$ cat config.mk
export PLATFORM = sky130hd
export DESIGN_NAME = wb_scheduler_flat
export DESIGN_NICKNAME = d
export VERILOG_FILES = /design/src/rtl/wb_scheduler_if.sv /design/src/rtl/wb_scheduler.sv /design/src/flat_wrapper.sv
export SDC_FILE = /design/constraint.sdc
export NUM_CORES = 1
export LEC_CHECK = 0
export ABC_AREA = 1
export BUFFER_PORTS_ARGS = -buffer_cell sky130_fd_sc_hd__buf_2
export CELL_PAD_IN_SITES_DETAIL_PLACEMENT = 0
export CELL_PAD_IN_SITES_GLOBAL_PLACEMENT = 1
export CORE_MARGIN = 2
export CORE_UTILIZATION = 23
export CTS_BUF_LIST = sky130_fd_sc_hd__clkbuf_8
export DETAILED_ROUTE_END_ITERATION = 8
export PLACE_DENSITY_LB_ADDON = 0.1
export SETUP_SLACK_MARGIN = 0.1
export SLEW_MARGIN = 10
export SYNTH_ARGS = -nofsm -noshare
export SYNTH_HDL_FRONTEND = slang
export SYNTH_SLANG_ARGS = --single-unit
$ cat constraint.sdc
create_clock -name clk -period 11.8 [get_ports clk]
set_input_delay 1.18 -clock clk [delete_from_list [all_inputs] [get_ports clk]]
set_output_delay 1.18 -clock clk [all_outputs]
set_load 0.005 [all_outputs]
$ cat src/rtl/wb_scheduler_if.sv
// wb_scheduler_if: EXE/WB lane outputs, per-lane enables/stalls and the register-file write port.
interface wb_scheduler_if #(parameter int DATA_W = 32, parameter int RD_W = 4);
  logic [3:0] exe_valid;
  logic [RD_W-1:0] alu_rd, ld_rd, mul_rd, div_rd;
  logic [DATA_W-1:0] alu_wb, ld_wb, mul_wb, div_wb;
  logic [3:0] wr_allow, exe_stall, grant;
  logic rf_we;
  logic [RD_W-1:0] rf_waddr;
  logic [DATA_W-1:0] rf_wdata;
  logic [7:0] stall_cnt_alu, stall_cnt_ld, stall_cnt_mul, stall_cnt_div;
  modport master (
    output exe_valid, alu_rd, ld_rd, mul_rd, div_rd, alu_wb, ld_wb, mul_wb, div_wb,
    input wr_allow, exe_stall, grant, rf_we, rf_waddr, rf_wdata,
    input stall_cnt_alu, stall_cnt_ld, stall_cnt_mul, stall_cnt_div
  );
  modport slave (
    input exe_valid, alu_rd, ld_rd, mul_rd, div_rd, alu_wb, ld_wb, mul_wb, div_wb,
    output wr_allow, exe_stall, grant, rf_we, rf_waddr, rf_wdata,
    output stall_cnt_alu, stall_cnt_ld, stall_cnt_mul, stall_cnt_div
  );
endinterface

$ cat src/rtl/wb_scheduler.sv
// wb_scheduler: oldest-first write-back arbiter for the ALU/LD/MUL/DIV EXE/WB lanes.
// Optional stall counters are built when WB_SCHED_STATS_EN is defined.
module wb_scheduler #(
  parameter int DATA_W = 32,
  parameter int RD_W = 4
) (
  input logic clk,
  input logic rst_n,
  wb_scheduler_if.slave io_wb
);
  logic [3:0] r_pending;
  logic [1:0] r_age [4];
  logic [RD_W-1:0] w_rd [4];
  logic [DATA_W-1:0] w_wb [4];
  logic [1:0] w_nage [4];
  logic [3:0] w_old, w_grant, w_rem, w_allow, w_cap, w_stall;
  logic w_shift;
  logic [1:0] w_top, w_cap_age;
  logic [RD_W-1:0] w_waddr;
  logic [DATA_W-1:0] w_wdata;
  logic [7:0] w_cnt [4];
  assign w_rd[0] = io_wb.div_rd;
  assign w_rd[1] = io_wb.mul_rd;
  assign w_rd[2] = io_wb.ld_rd;
  assign w_rd[3] = io_wb.alu_rd;
  assign w_wb[0] = io_wb.div_wb;
  assign w_wb[1] = io_wb.mul_wb;
  assign w_wb[2] = io_wb.ld_wb;
  assign w_wb[3] = io_wb.alu_wb;
  // Ages stay dense from 0, so the oldest group is always rank 0; lowest index wins ties.
  always_comb begin
    w_old = '0;
    for (int k = 0; k < 4; k++) w_old[k] = r_pending[k] & (r_age[k] == 2'd0);
  end
  assign w_grant = w_old & (~w_old + 4'd1);
  assign w_rem = r_pending & ~w_grant;
  assign w_shift = ~|(w_rem & w_old);
  assign w_allow = ~r_pending | w_grant;
  assign w_cap = io_wb.exe_valid & w_allow;
  assign w_stall = io_wb.exe_valid & ~w_allow;
  always_comb begin
    w_top = '0;
    w_waddr = '0;
    w_wdata = '0;
    for (int k = 0; k < 4; k++) begin
      w_nage[k] = r_age[k] - {1'b0, w_shift};
      if (w_rem[k] && w_nage[k] > w_top) w_top = w_nage[k];
      if (w_grant[k]) begin
        w_waddr = w_rd[k];
        w_wdata = w_wb[k];
      end
    end
  end
  assign w_cap_age = |w_rem ? w_top + 2'd1 : 2'd0;
  always_ff @(posedge clk or negedge rst_n) begin
    if (!rst_n) begin
      r_pending <= '0;
      for (int k = 0; k < 4; k++) r_age[k] <= '0;
    end else begin
      r_pending <= w_rem | w_cap;
      for (int k = 0; k < 4; k++) r_age[k] <= w_cap[k] ? w_cap_age : w_rem[k] ? w_nage[k] : 2'd0;
    end
  end
`ifdef WB_SCHED_STATS_EN
  logic [7:0] r_cnt [4];
  always_ff @(posedge clk or negedge rst_n) begin
    if (!rst_n) begin
      for (int k = 0; k < 4; k++) r_cnt[k] <= '0;
    end else begin
      for (int k = 0; k < 4; k++) if (w_stall[k] && r_cnt[k] != 8'hFF) r_cnt[k] <= r_cnt[k] + 8'd1;
    end
  end
  assign w_cnt = r_cnt;
`else
  assign w_cnt = '{default: 8'd0};
`endif
  assign io_wb.wr_allow = w_allow;
  assign io_wb.exe_stall = w_stall;
  assign io_wb.grant = w_grant;
  assign io_wb.rf_we = |r_pending;
  assign io_wb.rf_waddr = w_waddr;
  assign io_wb.rf_wdata = w_wdata;
  assign io_wb.stall_cnt_div = w_cnt[0];
  assign io_wb.stall_cnt_mul = w_cnt[1];
  assign io_wb.stall_cnt_ld = w_cnt[2];
  assign io_wb.stall_cnt_alu = w_cnt[3];
endmodule

$ cat src/flat_wrapper.sv
// flat-port wrapper written by rule: the top's interface ports become plain ports
module wb_scheduler_flat 
#(
  parameter int DATA_W = 32,
  parameter int RD_W = 4
)
  (clk, rst_n, io_wb_exe_valid, io_wb_alu_rd, io_wb_ld_rd, io_wb_mul_rd, io_wb_div_rd, io_wb_alu_wb, io_wb_ld_wb, io_wb_mul_wb, io_wb_div_wb, io_wb_wr_allow, io_wb_exe_stall, io_wb_grant, io_wb_rf_we, io_wb_rf_waddr, io_wb_rf_wdata, io_wb_stall_cnt_alu, io_wb_stall_cnt_ld, io_wb_stall_cnt_mul, io_wb_stall_cnt_div);
  wb_scheduler_if #(.DATA_W(DATA_W), .RD_W(RD_W)) io_wb_i ();
  input logic clk;
  input logic rst_n;
  input wire logic [$bits(io_wb_i.exe_valid)-1:0] io_wb_exe_valid;
  input wire logic [$bits(io_wb_i.alu_rd)-1:0] io_wb_alu_rd;
  input wire logic [$bits(io_wb_i.ld_rd)-1:0] io_wb_ld_rd;
  input wire logic [$bits(io_wb_i.mul_rd)-1:0] io_wb_mul_rd;
  input wire logic [$bits(io_wb_i.div_rd)-1:0] io_wb_div_rd;
  input wire logic [$bits(io_wb_i.alu_wb)-1:0] io_wb_alu_wb;
  input wire logic [$bits(io_wb_i.ld_wb)-1:0] io_wb_ld_wb;
  input wire logic [$bits(io_wb_i.mul_wb)-1:0] io_wb_mul_wb;
  input wire logic [$bits(io_wb_i.div_wb)-1:0] io_wb_div_wb;
  output wire logic [$bits(io_wb_i.wr_allow)-1:0] io_wb_wr_allow;
  output wire logic [$bits(io_wb_i.exe_stall)-1:0] io_wb_exe_stall;
  output wire logic [$bits(io_wb_i.grant)-1:0] io_wb_grant;
  output wire logic [$bits(io_wb_i.rf_we)-1:0] io_wb_rf_we;
  output wire logic [$bits(io_wb_i.rf_waddr)-1:0] io_wb_rf_waddr;
  output wire logic [$bits(io_wb_i.rf_wdata)-1:0] io_wb_rf_wdata;
  output wire logic [$bits(io_wb_i.stall_cnt_alu)-1:0] io_wb_stall_cnt_alu;
  output wire logic [$bits(io_wb_i.stall_cnt_ld)-1:0] io_wb_stall_cnt_ld;
  output wire logic [$bits(io_wb_i.stall_cnt_mul)-1:0] io_wb_stall_cnt_mul;
  output wire logic [$bits(io_wb_i.stall_cnt_div)-1:0] io_wb_stall_cnt_div;
  assign io_wb_i.exe_valid = io_wb_exe_valid;
  assign io_wb_i.alu_rd = io_wb_alu_rd;
  assign io_wb_i.ld_rd = io_wb_ld_rd;
  assign io_wb_i.mul_rd = io_wb_mul_rd;
  assign io_wb_i.div_rd = io_wb_div_rd;
  assign io_wb_i.alu_wb = io_wb_alu_wb;
  assign io_wb_i.ld_wb = io_wb_ld_wb;
  assign io_wb_i.mul_wb = io_wb_mul_wb;
  assign io_wb_i.div_wb = io_wb_div_wb;
  assign io_wb_wr_allow = io_wb_i.wr_allow;
  assign io_wb_exe_stall = io_wb_i.exe_stall;
  assign io_wb_grant = io_wb_i.grant;
  assign io_wb_rf_we = io_wb_i.rf_we;
  assign io_wb_rf_waddr = io_wb_i.rf_waddr;
  assign io_wb_rf_wdata = io_wb_i.rf_wdata;
  assign io_wb_stall_cnt_alu = io_wb_i.stall_cnt_alu;
  assign io_wb_stall_cnt_ld = io_wb_i.stall_cnt_ld;
  assign io_wb_stall_cnt_mul = io_wb_i.stall_cnt_mul;
  assign io_wb_stall_cnt_div = io_wb_i.stall_cnt_div;
  wb_scheduler #(.DATA_W(DATA_W), .RD_W(RD_W)) u_core (.clk(clk), .rst_n(rst_n), .io_wb(io_wb_i));
endmodule
==> metrics <==
status finished, final reports clean; gr usage total 0.159; routing usage on met1 0.188; most common cell in the synthesized netlist nand2_1; Synth warnings 0; Worst Path Required 11.92 ns; Fillers 1150; Post-synth EDFFs 0; met3 GRT Util 0.0183; worst clock skew 0.00250 ns; CTS tree built; WP buf/inv 4; slew margin rel. 0.347; CP startpoint kind flip-flop; DR vias/cell 4.22; drt drc 0; crit-path max FO 38; First-pass DRT Iterations 5; WS Path Type reg -> reg; initial antenna violation count 0; largest net degree at the start of global routing 39; #FFs+latches synth 12; Clock Latency Late Sink 0.23 ns; max incr delay on CP 0.80 ns; Post-synth top flop dfrtp_1; Post-Route WL 9.66 mm; area taken by multi-input logic gates 0.00165 mm^2; clk root buf clkbuf_8; register area share after synthesis 0.133; TritonCTS Buffers 3; clock-pin slew on the worst setup and hold paths 0.05 ns; Final Hold Viols 0; FMAX 0.167 GHz; post-route setup TNS 0 ns; # Post-CTS Setup Buffers 0; area delta synth->final 45.0%; DR iter-0 viols 74; die area 0.0106 mm^2; Top Usage Layer GRT met2; Die Wd 103 um; Die Y 103 um; final setup vio count 0; number of I/O port buffers 198; Initial Util 0.234; largest area contributor in the netlist nand2_1; Mapped Cells 389; Period minus WS final 5.98 ns; worst-margin pin slew 0.978 ns; CP arrival 6.10 ns; RSZ-0062 raised after global routing false; post-route ant nets 0; Most common cell on crit path nand2_1; Antenna diodes 0; Cells after DPL 706; max cap viols 0; first-pass GRT wire length 13.4 mm; cts repair resizes 0; gr ovfl total 0; Detailed Place HPWL 7.77 mm; Core Util, Final 0.339; Final #Nets 738; clock sinks 12; Final period util 0.507; Reg2Reg Setup Slack 5.82 ns; Syn Area/Cell 5.80 um^2; GR Util met2 0.308; Non-Filler Instances 709; final slew viol count 0; post-synth top area share 0.293; maximum clock insertion buffer count 2; Yosys cell types 30; synth top area cells nand2_1 29%, dfrtp_1 13%, buf_4 12%; row cnt 36; async set or reset register ratio after synthesis 1.00; GPL Wtd Cong 0.860; core area 0.00964 mm^2; drt wl/cell 13.6 um; # hold bufs at CTS 0; sequential cell area 300 um^2; I/O pin count 231; share of layout cells above drive strength 1 0.403; CTS H-tree lvls 1; Slowest-stage cell, CP nor2_4; Hold Path Class reg -> reg; Worst Setup End Kind flip-flop; Mapped Area 0.00226 mm^2; Vias 2990; most instantiated cells after synthesis 176 x nand2_1, 36 x nand4_1, 35 x buf_4; vias in the first global route 2748; cell family with most CP delay simple AND/OR/NAND/NOR gates
-- flip-flops by register name (all words and copies together), names as in the netlist --
register / cells
u_core.r_pending: 4
u_core.r_age: 8
-- final timing paths --
check / start / to / depth (start not counted)
worst min register to register: u_core.r_age[1] / u_core.r_age[1] / 4
worst max-delay path: u_core.r_age[3] / u_core.r_age[7] / 35
worst min-delay path: u_core.r_age[1] / u_core.r_age[1] / 4
worst max register to register: u_core.r_age[3] / u_core.r_age[7] / 35
min in group asynchronous: rst_n / u_core.r_pending[0] / 1
max in group asynchronous: rst_n / u_core.r_pending[2] / 1
-- layout make-up --
type	count	area share
Multi-Input combinational cell	331	0.505
Timing Repair Buffer	198	0.303
Sequential cell	12	0.0918
Tap cell	133	0.0509
Inverter	32	0.0367
Clock buffer	3	0.0126
-- tightest hold or removal path: stages (launching register included) --
cell and delay, ns:
dfrtp_1 0.35, xnor2_1 0.09, inv_1 0.11, nand2_1 0.07
nand2_1 0.06
-- kinds of logic after synthesis --
family,share of synthesized area
and+or+nand+nor,0.575
buffers and inverters,0.189
DFF,0.133
AOI/OAI and AO/OA,0.0305
adders and majority gates,0.0555
xor gates and xnor gates,0.0155
other,0.00166
-- cells in the final DEF (no fill, tap or decap), types with 3 or more instances in the layout --
| cell | instances |
|---|---|
| nand2_1 | 176 |
| ha_1 | 10 |
| nor2_2 | 3 |
| nand4_1 | 36 |
| clkbuf_8 | 3 |
| conb_1 | 32 |
| inv_2 | 4 |
| a21oi_1 | 3 |
| nand2_2 | 7 |
| nand3_1 | 21 |
| nand3_2 | 3 |
| nor2_1 | 15 |
| nand2_4 | 3 |
| dfrtp_1 | 12 |
| inv_1 | 27 |
| nor2_4 | 5 |
| buf_2 | 198 |
| xnor2_1 | 3 |
-- per-stage QoR --
step,cell area (um^2),hold WS [ns],worst slack (ns)
final,3270,0.709,5.82
after global routing,3270,0.748,5.19
after CTS,3270,0.707,5.77
after detailed placement,3230,0.691,5.80
after global placement,3230,0.700,5.92
after floorplan,2370,0.623,6.97
-- layer usage --
layer / wire [um] / up-vias / share of wire
li1: - / 1560 / -
met1: 3870 / 1315 / 0.40
met2: 5070 / 109 / 0.53
met3: 649 / 6 / 0.067
met4: 62 / 0 / 0.0064
met5: 0 / - / 0
Power is left out: the tool's default activity adds up to more than one toggle a clock period on the data nets, which glitch-free logic cannot reach.
